===== src/rtl/multi_player_motion.sv =====
// Frame-rate motion for NUM_PLAYERS sprites: keycode decode, jump/gravity physics,
// and per-pixel hit flags. Players are updated one per Clk cycle after each frame tick.
module multi_player_motion #(
  parameter int unsigned NUM_PLAYERS = 2,
  parameter int unsigned KEY_SLOTS   = 4,
  parameter logic [NUM_PLAYERS*8-1:0]  KEY_UP    = {8'h52, 8'h1A},
  parameter logic [NUM_PLAYERS*8-1:0]  KEY_LEFT  = {8'h50, 8'h04},
  parameter logic [NUM_PLAYERS*8-1:0]  KEY_RIGHT = {8'h4F, 8'h07},
  parameter logic [NUM_PLAYERS*10-1:0] SPAWN_X   = {10'd560, 10'd40},
  parameter logic [NUM_PLAYERS*10-1:0] SPAWN_Y   = {10'd440, 10'd440},
  parameter int unsigned SIZE    = 16,
  parameter int unsigned X_MAX   = 639,
  parameter int unsigned Y_MAX   = 479,
  parameter int unsigned STEP_X  = 2,
  parameter int unsigned JUMP_V  = 8,
  parameter int unsigned GRAVITY = 1,
  parameter int unsigned VMAX    = 8
) (
  input  logic                            Clk,
  input  logic                            Reset_n,
  input  logic                            frame_clk,
  input  logic [KEY_SLOTS*8-1:0]          keycodes,
  input  logic                            revive,
  input  logic                            freeze,
  input  logic [NUM_PLAYERS-1:0]          on_ground,
  input  logic [NUM_PLAYERS-1:0]          blocked_up,
  input  logic [NUM_PLAYERS-1:0]          blocked_left,
  input  logic [NUM_PLAYERS-1:0]          blocked_right,
  input  logic [9:0]                      DrawX,
  input  logic [9:0]                      DrawY,
  output logic [NUM_PLAYERS*10-1:0]       pos_x,
  output logic [NUM_PLAYERS*10-1:0]       pos_y,
  output logic [NUM_PLAYERS-1:0]          airborne,
  output logic [NUM_PLAYERS-1:0]          is_player,
  output logic                            hit_valid,
  output logic [$clog2(NUM_PLAYERS)-1:0]  hit_idx,
  output logic [$clog2(SIZE)-1:0]         off_x,
  output logic [$clog2(SIZE)-1:0]         off_y,
  output logic                            update_done
);

  localparam int unsigned IW = $clog2(NUM_PLAYERS);
  localparam int unsigned OW = $clog2(SIZE);
  localparam logic [10:0] X_LIM  = 11'(X_MAX - SIZE + 1);
  localparam logic [10:0] Y_LIM  = 11'(Y_MAX - SIZE + 1);
  localparam logic [10:0] STEP   = 11'(STEP_X);
  localparam logic [10:0] SIZE11 = 11'(SIZE);
  localparam logic [5:0]  JUMP6  = 6'(JUMP_V);
  localparam logic [5:0]  GRAV6  = 6'(GRAVITY);
  localparam logic [5:0]  VMAX6  = 6'(VMAX);

  typedef enum logic [1:0] {GROUNDED, RISING, FALLING} vstate_e;
  typedef enum logic [1:0] {IDLE, SWEEP, DONE} sweep_e;

  logic [9:0] px [NUM_PLAYERS];
  logic [9:0] py [NUM_PLAYERS];
  logic [5:0] vy [NUM_PLAYERS];
  vstate_e    vs [NUM_PLAYERS];

  // frame_clk synchroniser and rising-edge detect
  logic [2:0] fsync;
  logic       tick;

  always_ff @(posedge Clk or negedge Reset_n) begin
    if (!Reset_n) fsync <= '0;
    else          fsync <= {fsync[1:0], frame_clk};
  end

  assign tick = fsync[1] & ~fsync[2];

  sweep_e         sweep_q, sweep_d;
  logic [IW-1:0]  idx_q, idx_d;
  logic           upd_en;

  always_ff @(posedge Clk or negedge Reset_n) begin
    if (!Reset_n) begin
      sweep_q <= IDLE;
      idx_q   <= '0;
    end else begin
      sweep_q <= sweep_d;
      idx_q   <= idx_d;
    end
  end

  always_comb begin
    sweep_d = sweep_q;
    idx_d   = idx_q;
    upd_en  = 1'b0;
    case (sweep_q)
      IDLE: begin
        if (tick && !freeze) begin
          sweep_d = SWEEP;
          idx_d   = '0;
        end
      end
      SWEEP: begin
        upd_en = 1'b1;
        if (idx_q == IW'(NUM_PLAYERS - 1)) sweep_d = DONE;
        else                               idx_d   = idx_q + 1'b1;
      end
      DONE:    sweep_d = IDLE;
      default: sweep_d = IDLE;
    endcase
    // revive aborts the sweep and swallows any coincident tick
    if (revive) begin
      sweep_d = IDLE;
      idx_d   = '0;
      upd_en  = 1'b0;
    end
  end

  assign update_done = (sweep_q == DONE);

  function automatic logic key_down(input logic [KEY_SLOTS*8-1:0] keys,
                                    input logic [7:0] code);
    logic hit;
    hit = 1'b0;
    for (int unsigned s = 0; s < KEY_SLOTS; s++)
      if (keys[s*8 +: 8] == code) hit = 1'b1;
    return hit;
  endfunction

  int unsigned sel;
  logic [10:0] cur_x, cur_y, nx, ny;
  logic [5:0]  cur_vy, nvy;
  vstate_e     cur_vs, nvs;
  logic        k_up, k_left, k_right;

  always_comb begin
    sel     = 32'(idx_q);
    cur_x   = {1'b0, px[idx_q]};
    cur_y   = {1'b0, py[idx_q]};
    cur_vy  = vy[idx_q];
    cur_vs  = vs[idx_q];
    k_up    = key_down(keycodes, KEY_UP[sel*8 +: 8]);
    k_left  = key_down(keycodes, KEY_LEFT[sel*8 +: 8]);
    k_right = key_down(keycodes, KEY_RIGHT[sel*8 +: 8]);

    nx = cur_x;
    if (k_left && !k_right && !blocked_left[idx_q])
      nx = (cur_x >= STEP) ? cur_x - STEP : '0;
    else if (k_right && !k_left && !blocked_right[idx_q])
      nx = (cur_x + STEP > X_LIM) ? X_LIM : cur_x + STEP;

    ny  = cur_y;
    nvy = cur_vy;
    nvs = cur_vs;
    case (cur_vs)
      GROUNDED: begin
        if (!on_ground[idx_q]) begin
          nvs = FALLING;
          nvy = '0;
        end else if (k_up && !blocked_up[idx_q]) begin
          nvs = RISING;
          nvy = JUMP6;
        end
      end
      RISING: begin
        if (blocked_up[idx_q]) begin
          nvs = FALLING;
          nvy = '0;
        end else begin
          ny = (cur_y >= {5'b0, cur_vy}) ? cur_y - {5'b0, cur_vy} : '0;
          if (cur_vy <= GRAV6) begin
            nvy = '0;
            nvs = FALLING;
          end else begin
            nvy = cur_vy - GRAV6;
          end
        end
      end
      FALLING: begin
        if (on_ground[idx_q]) begin
          nvs = GROUNDED;
          nvy = '0;
        end else begin
          ny  = (cur_y + {5'b0, cur_vy} > Y_LIM) ? Y_LIM : cur_y + {5'b0, cur_vy};
          nvy = ({1'b0, cur_vy} + {1'b0, GRAV6} >= {1'b0, VMAX6}) ? VMAX6 : cur_vy + GRAV6;
        end
      end
      default: begin
        nvs = FALLING;
        nvy = '0;
      end
    endcase
  end

  always_ff @(posedge Clk or negedge Reset_n) begin
    if (!Reset_n) begin
      for (int unsigned i = 0; i < NUM_PLAYERS; i++) begin
        px[i] <= SPAWN_X[i*10 +: 10];
        py[i] <= SPAWN_Y[i*10 +: 10];
        vs[i] <= FALLING;
        vy[i] <= '0;
      end
    end else if (revive) begin
      for (int unsigned i = 0; i < NUM_PLAYERS; i++) begin
        px[i] <= SPAWN_X[i*10 +: 10];
        py[i] <= SPAWN_Y[i*10 +: 10];
        vs[i] <= FALLING;
        vy[i] <= '0;
      end
    end else if (upd_en) begin
      px[idx_q] <= nx[9:0];
      py[idx_q] <= ny[9:0];
      vs[idx_q] <= nvs;
      vy[idx_q] <= nvy;
    end
  end

  always_comb begin
    for (int unsigned i = 0; i < NUM_PLAYERS; i++) begin
      pos_x[i*10 +: 10] = px[i];
      pos_y[i*10 +: 10] = py[i];
      airborne[i]       = (vs[i] != GROUNDED);
    end
  end

  logic       found;
  logic [9:0] dx, dy;

  always_comb begin
    is_player = '0;
    hit_idx   = '0;
    off_x     = '0;
    off_y     = '0;
    found     = 1'b0;
    dx        = '0;
    dy        = '0;
    for (int unsigned i = 0; i < NUM_PLAYERS; i++) begin
      is_player[i] = ({1'b0, DrawX} >= {1'b0, px[i]}) && ({1'b0, DrawX} < {1'b0, px[i]} + SIZE11) &&
                     ({1'b0, DrawY} >= {1'b0, py[i]}) && ({1'b0, DrawY} < {1'b0, py[i]} + SIZE11);
      if (is_player[i] && !found) begin
        found   = 1'b1;
        hit_idx = IW'(i);
        dx      = DrawX - px[i];
        dy      = DrawY - py[i];
        off_x   = dx[OW-1:0];
        off_y   = dy[OW-1:0];
      end
    end
  end

  assign hit_valid = |is_player;

endmodule


===== config.mk =====
export PLATFORM = sky130hd
export DESIGN_NAME = multi_player_motion
export DESIGN_NICKNAME = d
export VERILOG_FILES = /design/src/rtl/multi_player_motion.sv
export SDC_FILE = /design/constraint.sdc
export NUM_CORES = 1
export LEC_CHECK = 0
export ABC_AREA = 1
export CORE_MARGIN = 2
export CORE_UTILIZATION = 35
export DETAILED_ROUTE_END_ITERATION = 10
export RECOVER_POWER = 25
export REMOVE_ABC_BUFFERS = 1
export SLEW_MARGIN = 10
export SYNTH_ARGS = -nofsm -noshare
export SYNTH_HDL_FRONTEND = slang
export SYNTH_SLANG_ARGS = --single-unit

===== constraint.sdc =====
create_clock -name Clk -period 9.2 [get_ports Clk]
set_clock_uncertainty 0.05 [all_clocks]
set_input_delay 2.76 -clock Clk [delete_from_list [all_inputs] [get_ports Clk]]
set_output_delay 2.76 -clock Clk [all_outputs]
set_load 0.02 [all_outputs]

==> results.md, run 1 <==
* Number of synthesized register bits at a little over 60
* TNS Setup at 0 ns
* Register share of total power at 0.240
* Clock-pin slew on the worst setup and hold paths at 0.05 ns
* Global route overflow at 0
* Post-synth ARST share at 1.00
* Die ar. at 24000 um2
* Clk Latency, worst-skew pair at ~0.35 ns
* Final ANT Viol Nets at 0
* Warnings from Yosys at 0
* Clock network power share at 0.265
* # setup viols final at 0
* Relative slew slack at -1.29
* Outcome: finished with violations
* Crit path from: DrawY[9]
* Post-CTS Hold Buffers at 0
* Violated checks: capacitance limit, slew limit
* Post-CTS setup buffers at 0
* CTS tree: built
* Compound-Gate Fraction of Synth Area at 0.147
* Final Util at 0.431
* EDFF count, synth at 0
* Maxcap violations at 1
* Hold Startpoint: fsync[0]
* RSZ-0062 raised after global routing: false
* Synth Area in Simple Gates at 0.342
* Die Wd at 155 um
* Detailed placement HPWL at 20400 um
* Total Power at ~1.4 mW
* Yosys cell types at 49
* Largest family of logic cells by synthesized area: simple AND/OR/NAND/NOR gates
* TritonRoute pass-1 iters at 5
* Bufs on Longest Clock Path at 2
* Sequential area share after synthesis at 0.197
* Slew Viols, Final at 63
* Crit. End Element: primary output
* Initial Util at 0.354
* Vias per Instance at 5.05
* Avg Cell Area, Syn at 6.63 um2
* H-tree levels at 3
* IO buf count at approximately 120
* Area growth, synth to finish at 21.6%
* Rows at 55
* Worst-margin pin slew at ~3.4 ns
* Most frequent cells in the layout: 317 x nand2_1, 163 x inv_1, 117 x clkdlybuf4s50_1
* CP required at 6.39 ns
* Vias at 8116
* Largest net degree at the start of global routing at between 60 and 70
* Drc violations at 0
* Internal at 807 uW
* Mux share of post-synthesis cell area at 0
* Ant diodes at 0
* Max Clock Freq at 0.115 GHz
* Hold Crit Class: flop to flop
* GR Util All Layers at 0.215
* Vias in the first global route at 7785
* Maximum vdd ir drop at between 0.08 and 0.09 mV
* Total CTS buffers at 9
* Main flop type after synthesis: dfrtp_1
* GP Congestion at 0.911
* Clk sink count at 62
* Pwr per Cell Area at 147 nW/um2
* Minimum clock period at 8.68 ns
* Synth Area in XOR/XNOR at 0.0483
* Nets@finish at 1477
* WL final at 25500 um
* NetSw at 618 uW
* First-pass GRT wire length at 40700 um
* Commonest non-fill, non-tap cell in the layout: nand2_1
* CP arrival at 5.87 ns
* Kind of critical path: input pin to primary output
* Worst setup SP type: input pin
* DIE HEIGHT at 155 um
* Final Hold Fails at 0
* Initial DRC Count at 584
* I/O pins at 120
* Routed WL per cell at 15.9 um
* Leak Pwr at 4.70 nW
* Worst r2r src: idx_q
* Initial antenna violation count at 0
* Clock Tree Root: clkbuf_16
* Period utilisation layout at 0.943
* Gate Count Post-Synth at 1202
* Comb power frac at 0.495
* Synth Area in Adders at 0.156
* Crit path max fanout at 9
* Share of cells above drive strength 1 at 0.0969
* CTS resizes at 0
* Sw frac at 0.434
* Mapped Area at between 7000 and 8000 um2
* Area of the core at 22500 um2
## power by group through the flow
stage               sequential, mW  combinational, mW  clock, mW
detailed placement           0.348              0.698          0
CTS                          0.343              0.702      0.385
floorplan                    0.361              0.448          0
global placement             0.348              0.694          0
finish                       0.343              0.706      0.377
global route                 0.348              0.790      0.396
## layout make-up
type,count,area (um2)
clock buffer,9,225
clock inverter,7,98.8
fill,2363,12800
inverter,179,674
timing repair buffer,125,1230
multi-input combinational,939,5540
tap,285,357
sequential,62,1580
## flip-flops by register name, indices dropped and copies added (netlist names)
signal   flops
pos_y       20
fsync        3
sweep_q      2
pos_x       20
vs           4
idx_q        1
vy          12
## per-layer routing
metal	global-route usage	share of wire	wire length (um)
met5	0	0	0
met2	0.363	0.46	11900
met1	0.286	0.45	11600
met4	0.0604	0.022	563
met3	0.0320	0.059	1510
## per-stage QoR
| step | instance area, um2 | setup WS, ns | hold slack (ns) | cells |
|---|---|---|---|---|
| 6_report | 9690 | 0.521 | 0.297 | 1606 |
| 4_1_cts | 9700 | 0.548 | 0.297 | 1606 |
| 2_1_floorplan | 7780 | 1.68 | 0.281 | 1180 |
| 3_3_place_gp | 9370 | 0.642 | 0.282 | 1590 |
| 5_1_grt | 9690 | 0.383 | 0.333 | 1606 |
| 3_5_place_dp | 9370 | 0.580 | 0.285 | 1590 |
## worst paths after layout
kind / end / slack, ns / cells past startpoint
setup / recovery: off_y[3] / 0.52 / 11
max in group asynchronous: idx_q / 3.03 / 2
setup reg to reg: pos_y[15] / 5.51 / 14
hold reg to reg: fsync[1] / 0.30 / 0
min in group asynchronous: pos_x[4] / 3.60 / 2
hold / removal: fsync[1] / 0.30 / 0
## Yosys cell counts, types with 2 or more instances
cell type  number  area share
nand2_1       317        0.15
inv_1         163       0.077
nor2_1         94       0.044
nand3_1        92       0.058
ha_1           90        0.14
a21oi_1        70       0.044
dfrtp_1        45        0.14
o21ai_0        39       0.024
xor2_1         33       0.036
o21ai_1        27       0.017
nor3_1         21       0.013
dfstp_2        17       0.056
nand4_1        17       0.013
o21ai_2        15       0.016
o22ai_1        15       0.012
inv_2          14      0.0066
nand2_2        13       0.010
nor2_2         11      0.0086
xnor2_1        11       0.012
buf_6           7      0.0099
clkbuf_1        7      0.0033
o211ai_1        7      0.0066
o21ai_4         7       0.014
fa_1            6       0.015
or2_2           6      0.0047
nand2_4         5      0.0071
nand3_2         5      0.0063
nand3b_1        5      0.0047
nor2_4          5      0.0071
buf_2           4      0.0025
o21a_1          4      0.0038
o21bai_1        4      0.0038
or2_1           4      0.0031
buf_12          3      0.0075
a31oi_1         2      0.0016
and2_1          2      0.0016
nand4_2         2      0.0031
nor3_2          2      0.0025
## critical path, cell delays in order
cell	delay, ns
clkdlybuf4s50_1	0.49
ha_1	0.39
nand2_1	0.09
nor2_1	0.17
nand2_1	0.08
o2111ai_1	0.25
nand3_1	0.12
nor3_2	0.24
nand2_1	0.27
o22ai_1	0.34
clkdlybuf4s50_1	0.68
## cells by family (layout without fill, tap and decap cells)
logic type,after synthesis,in the layout
buf+inv,201,320
xor+xnor,44,44
fa+ha+maj,96,96
compound gates,193,193
simple gates,606,606
flops,62,62
No activity file was read; power rests on OpenSTA's default activity.
==> run 2, diff against run 1 <==
- CTS_CLUSTER_SIZE: unset -> 20
- RECOVER_POWER: 25 -> 100
==> run 2 against run 1 <==
Compared with the run above: the run still ends with capacitance limit, slew limit left; combinational power is 2% lower; global-route usage stayed put; critical endpoint unchanged; clock power hardly changed.
==> results.md, run 2 (synthesis results as in run 1) <==
* Outcome: finished with violations
* Violated checks: capacitance limit, slew limit
* Worst-margin pin slew at 3.47 ns
* Most frequent cells in the layout: 318 x nand2_1, 163 x inv_1, 97 x nor2_1
* Rows at 55
* TNS Setup at 0 ns
* Bufs on Longest Clock Path at 2
* CTS tree: built
* Worst setup SP type: input pin
* Vias at 8192
* Number of placed cells counting well taps at 1590
* Clk Latency, worst-skew pair at between 0.3 and 0.4 ns
* GR Util All Layers at 0.215
* Slew Viols, Final at 63
* Post-route cell area at ~9600 um2
* Maximum vdd ir drop at 0.0822 mV
* Leak Pwr at 4.77 nW
* DP Area at between 9000 and 10000 um2
* Final Hold Fails at 0
* Largest net degree at the start of global routing at 63
* Minimum clock period at 8.76 ns
* I/O pins at 120
* First-pass GRT wire length at approximately 41000 um
* IO buf count at approximately 120
* Detailed placement HPWL at 20400 um
* Kind of critical path: input pin to primary output
* Maxcap violations at 1
* Commonest non-fill, non-tap cell in the layout: nand2_1
* DP Worst Slack at 0.580 ns
* Post-CTS Hold Buffers at 0
* Clock-pin slew on the worst setup and hold paths at about 0.05 ns
* Final ANT Viol Nets at 0
* CP required at 6.39 ns
* Area of the core at 22500 um2
* Ant diodes at 0
* Initial DRC Count at between 500 and 600
* Routed WL per cell at 15.9 um
* Post-CTS setup buffers at 0
* Hold Crit Class: flop to flop
* Max Clock Freq at 0.114 GHz
* Total CTS buffers at 9
* Area growth, synth to finish at 20.8%
* WL final at ~25000 um
* Initial Util at 0.354
* Crit. End Element: primary output
* CP arrival at roughly 6.0 ns
* RSZ-0062 raised after global routing: false
* H-tree levels at 3
* Vias per Instance at 5.10
* Die Wd at 155 um
* GP Congestion at slightly above 0.9
* Setup ws final at 0.436 ns
* DIE HEIGHT at 155 um
* CTS resizes at 0
* Crit path max fanout at 9
* TritonRoute pass-1 iters at 5
* Final Util at 0.428
* Initial antenna violation count at 0
* Share of cells above drive strength 1 at 0.0886
* # setup viols final at 0
* Pwr per Cell Area at 147 nW/um2
* Period utilisation layout at 0.953
* Vias in the first global route at 7785
* Die ar. at 24000 um2
* Non-filler cells in the finished layout at 1606
* Nets@finish at 1477
* Drc violations at 0
* Relative slew slack at -1.31
* Global route overflow at 0
* Clk sink count at 62
* Clock Tree Root: clkbuf_16
==> run 2: cell types whose count changed in the layout (fill, tap and decap cells not counted), sizes merged <==
cell / before / now
buf: 6 / 3
clkdlybuf4s50: 117 / 61
clkbuf: 10 / 13
dlygate4sd3: 1 / 57
==> run 2: where the power goes <==
group | internal [mW] | leakage (nW) | switching (mW)
registers | 0.305 | 0.791 | 0.0374
clock network | 0.238 | 0.156 | 0.140
logic | 0.254 | 3.82 | 0.439
total | 0.797 | 4.77 | 0.616
==> run 2: worst paths after layout <==
check / startpoint / end / slack [ns] / cells after the start
setup / recovery: DrawY[9] / off_y[3] / 0.44 / 11
hold / removal: fsync[0] / fsync[1] / 0.30 / 0
setup reg to reg: idx_q / pos_y[15] / 5.50 / 14
hold reg to reg: fsync[0] / fsync[1] / 0.30 / 0
max in group asynchronous: Reset_n / idx_q / 2.99 / 2
min in group asynchronous: Reset_n / pos_x[4] / 3.62 / 2
==> run 2: final cells by class <==
cell class,count,area [um2]
well taps,285,357
multi-input cells,939,5490
fillers,2371,12900
clock inverters,7,98.8
flip-flops and latches,62,1580
clock buffers,9,225
repair buffers,125,1220
inverters,179,674
==> run 2: stage by stage <==
step | power [mW] | hold WS (ns)
finish | 1.41 | 0.296
global route | 1.52 | 0.333
CTS | 1.43 | 0.297
detailed placement | 1.05 | 0.285
global placement | 1.04 | 0.282
floorplan | 0.809 | 0.281
==> run 2: critical path: stages <==
cell and delay (ns):
clkdlybuf4s50_1 0.49, ha_1 0.39, nand2_1 0.09, nor2_1 0.18, nand2_1 0.08, o2111ai_1 0.26
nand3_1 0.13, nor3_2 0.24, nand2_1 0.27, o22ai_1 0.33, dlygate4sd3_1 0.73
==> run 2: routing by layer <==
metal,global-route usage,share of wire
met5,0,0
met4,0.0604,0.023
met3,0.0320,0.052
met2,0.363,0.46
met1,0.286,0.46
==> run 3, diff against run 2 <==
- CORE_ASPECT_RATIO: unset -> 1.75
- GPL_TIMING_DRIVEN: unset -> 0
- clock period: 9.2 -> 9.3 ns (I/O delays scaled with it)
==> run 3 against run 2 <==
Compared with the run above: the run still ends with capacitance limit, slew limit left; largest cell class unchanged; critical path depth increased by 1; design area increased by 0.68%; core utilization increased by 0.18 points; count of clock-buffer cells in the layout is 2 higher; setup slack better by 0.016 ns; critical endpoint is now off_x[3]; combinational power fell by 0.7%.
==> results.md, run 3 (synthesis results as in run 1) <==
* Minimum clock period at between 8 and 9 ns
* Commonest non-fill, non-tap cell in the layout: nand2_1
* Final Util at 0.430
* Top cell by count, worst path: nand2_1
* Post-CTS Hold Buffers at 0
* RSZ-0062 raised after global routing: false
* Maxcap violations at 2
* Clk Latency, worst-skew pair at 0.34 ns
* Area growth, synth to finish at 21.6%
* Die ar. at around 24000 um2
* Area of the core at 22600 um2
* Relative slew slack at -1.30
* Violated checks: capacitance limit, slew limit
* Worst r2r src: idx_q
* Nets@finish at about 1500
* # setup viols final at 0
* Post-route cell area at 9700 um2
* Worst Path Buf+Inv at 3
* Bufs on Longest Clock Path at 2
* Maximum vdd ir drop at 0.0926 mV
* Vias at 8250
* Max Clock Freq at 0.113 GHz
* CP required at 6.46 ns
* DIE HEIGHT at 204 um
* CTS resizes at 0
* Crit path max fanout at 9
* Final ANT Viol Nets at 0
* I/O pins at 120
* Initial antenna violation count at 1
* TritonRoute pass-1 iters at 5
* Leak Pwr at 4.77 nW
* Initial DRC Count at 415
* Most frequent cells in the layout: 317 x nand2_1, 163 x inv_1, 96 x nor2_1
* Initial Util at 0.354
* Die Wd at 118 um
* Hold Crit Class: flop to flop
* Vias per Instance at 5.09
* Slew Viols, Final at 82
* Global route overflow at 0
* Total CTS buffers at 9
* Hold Startpoint: fsync[0]
* WL final at 26800 um
* Share of cells above drive strength 1 at 0.0917
* GR Util All Layers at 0.225
* Setup ws final at 0.451 ns
* Clock Tree Root: clkbuf_16
* Worst-margin pin slew at about 3.5 ns
* Crit path from: DrawX[4]
* # fillers at 2401
* Routed WL per cell at about 17 um
* Outcome: finished with violations
* CP arrival at 6.01 ns
* Cell family contributing the most delay on the critical path: buffers and inverters
* Clk sink count at between 60 and 70
* Largest net degree at the start of global routing at 63
* Detailed placement HPWL at 22200 um
* Crit-path cells: dlygate4sd3_1 -> ha_1 -> inv_1 -> a21oi_1 -> o21ai_0 -> a21oi_1 -> nand2_1 -> nor3_1 -> nand2_1 -> nand2_1 -> o22ai_1 -> dlygate4sd3_1
* Clock-pin slew on the worst setup and hold paths at 0.06 ns
* Final Hold Fails at 0
* DP Area at 9440 um2
* Vias in the first global route at 8251
* CTS tree: built
* GP Congestion at between 0.9 and 1
* Worst setup SP type: input pin
* CP max-delay cell: dlygate4sd3_1
* Crit-path max cell delay at 0.66 ns
* Crit. End Element: primary output
* Total Power at 1.39 mW
* Post-CTS setup buffers at 0
* DP Worst Slack at 0.593 ns
* First-pass GRT wire length at approximately 42000 um
* Pwr per Cell Area at 143 nW/um2
* Rows at between 70 and 80
* Drc violations at 0
* H-tree levels at 3
* TNS Setup at 0 ns
* IO buf count at 119
* Kind of critical path: input pin to primary output
* Period utilisation layout at 0.951
==> run 3: cell types whose count changed in the layout (fill, tap and decap cells not counted), moves of 2 or more <==
| cell | delta |
|---|---|
| inv_6 | +2 |
| clkinv_4 | -2 |
| clkbuf_8 | +2 |
| clkdlybuf4s50_1 | +3 |
| buf_4 | -2 |
| dlygate4sd3_1 | -3 |
==> run 3: worst register-to-register path: cells and delay by family (launching register included) <==
kind            cells  cell delay (ns)
flops               1             0.70
buf+inv             4             1.58
simple gates        1             0.76
compound gates      2             0.64
==> run 3: per-layer routing <==
metal / routed length (um) / vias to the layer above / GRT usage
met1: 9450 / 3795 / 0.222
met4: 1660 / 0 / 0.137
met2: 14700 / 232 / 0.442
met3: 930 / 86 / 0.0215
met5: 0 / - / 0
li1: - / 4137 / -
==> run 3: metrics by stage <==
| step | std cells | hold slack [ns] |
|---|---|---|
| 6_report | 1620 | 0.306 |
| 5_1_grt | 1620 | 0.313 |
| 4_1_cts | 1619 | 0.308 |
| 3_5_place_dp | 1603 | 0.295 |
| 3_3_place_gp | 1599 | 0.285 |
| 2_1_floorplan | 1180 | 0.281 |
==> run 3: final cells by class <==
cell class	instances	area (um2)	area share
clock buffers	11	253	0.0261
clock inverters	5	63.8	0.00658
well taps	300	375	0.0387
inverters	179	674	0.0695
repair buffers	123	1230	0.127
flip-flops and latches	62	1580	0.163
multi-input cells	939	5530	0.570
diodes	1	2.50	0.000258
==> run 3: path summary, 6_finish.rpt <==
kind | slack, ns | endpoint | depth (start not counted)
worst max-delay path | 0.45 | off_x[3] | 12
worst min-delay path | 0.31 | fsync[1] | 0
worst max register to register | 5.50 | vs[1] | 7
worst min register to register | 0.31 | fsync[1] | 0
max in group asynchronous | 3.08 | idx_q | 2
min in group asynchronous | 3.69 | pos_x[17] | 2
==> run 3: power by group <==
| part | switching [mW] | total [mW] | internal, mW |
|---|---|---|---|
| clock | 0.136 | 0.360 | 0.224 |
| combinational | 0.432 | 0.687 | 0.254 |
| sequential | 0.0412 | 0.343 | 0.301 |
| total | 0.609 | 1.39 | 0.780 |
